**src/rtl/data_register.sv**
```systemverilog
// rtl/data_register.sv - masked-write storage field with clear, change pulse and parity
module data_register #(
    parameter int unsigned      WIDTH     = 2,
    parameter logic [WIDTH-1:0] RESET_VAL = '0
) (
    input  logic             clk,
    input  logic             rst_n,
    input  logic             w_en,
    input  logic [WIDTH-1:0] w_mask,
    input  logic             clr,
    input  logic [WIDTH-1:0] wd,
    output logic [WIDTH-1:0] rd,
    output logic             changed,
    output logic             parity
);

    // Storage keeps the bare name r so parents and benches can probe <inst>.r.
    logic [WIDTH-1:0] r;
    logic [WIDTH-1:0] r_d;
    logic             changed_q;
    logic             changed_d;

    always_comb begin
        r_d = r;
        if (clr) begin
            r_d = RESET_VAL;
        end else if (w_en) begin
            r_d = (r & ~w_mask) | (wd & w_mask);
        end
        changed_d = (r_d != r);
    end

    always_ff @(posedge clk) begin
        if (!rst_n) begin
            r         <= RESET_VAL;
            changed_q <= 1'b0;
        end else begin
            r         <= r_d;
            changed_q <= changed_d;
        end
    end

    assign rd      = r;
    assign changed = changed_q;
    assign parity  = ^r;

endmodule

```
**config.mk**
```make
export PLATFORM = sky130hd
export DESIGN_NAME = data_register
export DESIGN_NICKNAME = d
export VERILOG_FILES = /design/src/rtl/data_register.sv
export SDC_FILE = /design/constraint.sdc
export NUM_CORES = 1
export LEC_CHECK = 0
export CAP_MARGIN = 25
export CORE_AREA = 8 8 45 47
export DETAILED_ROUTE_END_ITERATION = 16
export DIE_AREA = 0 0 53 55
export PLACE_DENSITY = 0.48
export REMOVE_ABC_BUFFERS = 1
export SYNTH_ARGS = -nofsm -noshare
export SYNTH_HDL_FRONTEND = slang
export SYNTH_SLANG_ARGS = --single-unit
```
**constraint.sdc**
```tcl
create_clock -name clk -period 0.9 [get_ports clk]
set_input_delay 0.27 -clock clk [delete_from_list [all_inputs] [get_ports clk]]
set_output_delay 0.27 -clock clk [all_outputs]
set_load 0.05 [all_outputs]
```
# --- After elaboration in Yosys (flattened, before gate mapping) ---
# Index checks and enable logic that the tools add are counted.
word_totals:
  reg_bits: 3
  word_cells: 10
  out_inout_bits: 4
op_classes:
  n_reduce_logical: 1
  muxes: 2
  n_eq_ne: 1
  bitwise_logic: 4
op_table:
  columns: ["cell", "count"]
  rows:
  - ["2-bit AND", 2]
  - ["2-bit 2-to-1 mux", 2]
  - ["2-bit != test", 1]
  - ["2-bit NOT", 1]
  - ["2-bit OR", 1]
  - ["2-bit XOR reduction", 1]

# --- Logic depth before layout (Yosys ltp) ---
depth:
  ltp_word: 6
  mapped_depth: 3

# --- Worst setup path before layout ---
# Ideal clock, no wire load.
synth_timing:
  path_kind: "reg-to-output"
  startpoint: "register r[1], in the netlist rd[1]"
  endpoint: "output port parity"
  slack_ns: -0.865
  path_stages_with_launch: 2
  required_time_ns: 0.630
  arrival_ns: 1.495
  cell_sequence: "dfxtp_1 > xor2_1"
synth_via:
  elab_chain_len: 1
synth_rtl:
  columns: ["item", "line_no", "text"]
  rows:
  - ["start, declared", "18", "logic [WIDTH-1:0] r;"]
  - ["start signal, assigned", "38", "r <= r_d;"]
  - ["2-bit XOR reduction", "45", "assign parity = ^r;"]
  - ["end, declared", "14", "output logic parity"]
# No other way between the ends.

# --- Final worst setup path ---
layout_timing:
  startpoint: "register r[0], in the netlist rd[0]"
  endpoint: "output port parity"
# The elaborated chain is that of the path after synthesis.

==> results.json <==
{
  "syn-instance-count": 23,
  "cts_sinks": 3,
  "path_buf_inv": 1,
  "cts_root_buf": "clkbuf_4",
  "grt_antenna_before_repair": 0,
  "synthTopCellsByArea": "dfxtp_1, nand2_1, o41a_1",
  "final_nets": 52,
  "grt_max_degree": 6,
  "cp_max_fo": 3,
  "die-area_um2": 2920,
  "worst_pin_slew_ns": 0.197,
  "dr_total_vias": 234,
  "setup_slack_ns": -0.299,
  "synth_top_cell_by_area": "dfxtp_1",
  "fin_crit_sh_pct": 133,
  "cts_buffer_depth": 2,
  "grt_pass1_wl_um": 1060,
  "start_kind": "flip-flop",
  "fmax_mhz": 834,
  "cellPowerDensity_nw_per_um2": 1120,
  "numPortBuffers": 11,
  "finalCriticalPeriod_ns": 1.20,
  "power.leakage_uw": 0.000200,
  "cts_tree": "done",
  "clkTransAtPathRegs_ns": 0.04,
  "report.final.slew_viol_count": 0,
  "wl_per_cell_um": 10.9,
  "synthDistinctLibCells": 14,
  "timing.rr.start": "rd[1]",
  "grt_usage_pct": 5.24,
  "maxCapViolations": 0,
  "syn_area_per_cell_um2": 7.62,
  "grt_overflow": 0,
  "die_h_um": 55,
  "status": "complete, but fails checks",
  "hp-start": "wd[1]",
  "ir_drop_mv": 0.373,
  "critPathArrivalTime_ns": 0.93,
  "diodes": 0,
  "rows": 14,
  "initial_utilization_pct": 12.7,
  "drt_iter0_drc": 3,
  "coreArea_um2": 1380,
  "preCtsSetupSlack_ns": -0.570,
  "die_x_um": 53,
  "ys_seq_area_share_pct": 34.3,
  "critical_path.top_delay_family": "flip-flops",
  "area_delta_synth_final_pct": 154,
  "crit_chain": "xor2_4, buf_12",
  "clock_latency_ns": 0.24,
  "hold_viol_final": 0,
  "finalSetupViolCount": 5,
  "first_global_vias": 266,
  "path_class": "reg -> out",
  "place.gp.congestion": 0.784,
  "startpoint": "rd[0]",
  "rsz0062_at_grt": "true",
  "syn-cell-area_um2": 175,
  "yosysWarnings": 0,
  "violations": "negative setup slack",
  "routed_wl_um": 645,
  "finClkSkew_ns": 0.00571,
  "htree_levels": 1,
  "ant_nets": 0,
  "max_stage_delay_ns": 0.36,
  "cts_buffers": 3,
  "slew_headroom_pct": 86.8,
  "end_kind": "output port",
  "layout-drive-gt1-share_pct": 41.9,
  "synth_top_area_share_pct": 34.3,
  "drc_errors": 0,
  "critPathRequiredTime_ns": 0.63,
  "drtPass1Iterations": 4,
  "cts_hold_buf": 0,
  "synth-seq-cells": 3,
  "final_core_util_pct": 32.2,
  "cp_slowest_cell": "dfxtp_4",
  "hold_class": "in -> reg",
  "io_pins": 12,
  "vias_per_cell": 3.97
}
-- synthesized netlist by cell type (all sizes together) --
master and number:
nand2 5, dfxtp 3, a21oi 2, inv 2, nand3 2, a31oi 1
and3b 1, nand2b 1, nor2b 1, nor3b 1, o21ai 1, o21bai 1
o41a 1, xor2 1
-- timing repair --
action                     CTS  global route
gates resized for setup     11             5
pin swaps                    2             2
setup endpoints to repair    6             6
buffers inserted             1             0
-- cells by family after synthesis --
logic type | synth area share, %
xor gates and xnor gates | 5.00
and+or+nand+nor | 33.6
DFF | 34.3
AOI/OAI and AO/OA | 22.9
buffers and inverters | 4.29
-- flip-flops by register name, summed over array words and instances (netlist names) --
signal and cells:
rd 2, changed 1
-- area by class of cell --
class,count,area [µm²]
Timing Repair Buffer,16,191
Clock buffer,4,26.3
Fill cell,152,938
Multi-Input combinational cell,18,131
Inverter,2,7.51
Tap cell,16,20.0
Sequential cell,3,68.8
-- stage by stage --
| step | cell area, µm² | hold slack, ns | std cells | power (µW) | TNS (ns) |
|---|---|---|---|---|---|
| finish | 445 | 0.451 | 59 | 497 | -1.05 |
| global route | 445 | 0.476 | 59 | 518 | -1.20 |
| CTS | 423 | 0.445 | 59 | 509 | -1.01 |
| detailed placement | 375 | 0.629 | 54 | 261 | -1.32 |
| global placement | 375 | 0.626 | 54 | 261 | -1.29 |
| floorplan | 175 | 0.379 | 23 | 183 | -1.32 |
-- power by group --
group          switching, µW  leakage [µW]  total [µW]  internal [µW]
clock                   76.1     0.0000150         243            167
sequential              4.99     0.0000264         139            134
combinational           51.8      0.000159         116           64.0
total                    133      0.000200         497            364
-- cell usage in the layout, fill, tap and decap left out --
cell type / n
xor2_4: 1
clkbuf_1: 1
nor2b_1: 1
dlymetal6s2s_1: 1
a21oi_1: 2
o41a_1: 1
nand2b_1: 1
clkdlybuf4s50_1: 1
clkbuf_4: 3
dfxtp_2: 1
buf_12: 4
buf_4: 3
and3b_2: 1
dfxtp_4: 2
inv_1: 2
buf_6: 2
o21bai_1: 1
nand3_1: 2
o21ai_0: 1
nand2_1: 5
nor3b_2: 1
dlygate4sd2_1: 5
a31oi_1: 1
-- routing by layer --
| metal | part of all wire (%) | track usage, % | up-vias |
|---|---|---|---|
| li1 | - | - | 118 |
| met1 | 47 | 5.45 | 102 |
| met2 | 45 | 7.23 | 12 |
| met3 | 5.7 | 2.14 | 2 |
| met4 | 2.5 | 6.47 | 0 |
| met5 | 0 | 0 | - |
-- path summary, 6_finish.rpt --
path	end	slack (ns)	cells after the start
setup / recovery	parity	-0.30	2
hold / removal	rd[1]	0.45	4
setup reg to reg	changed	-0.19	5
hold reg to reg	rd[1]	0.63	3
-- tightest hold or removal path, cell delays in order --
cell and delay, ns:
dlymetal6s2s_1 0.13, buf_4 0.13, nand3_1 0.06, a21oi_1 0.06
No activity file was read; power rests on OpenSTA's default activity.
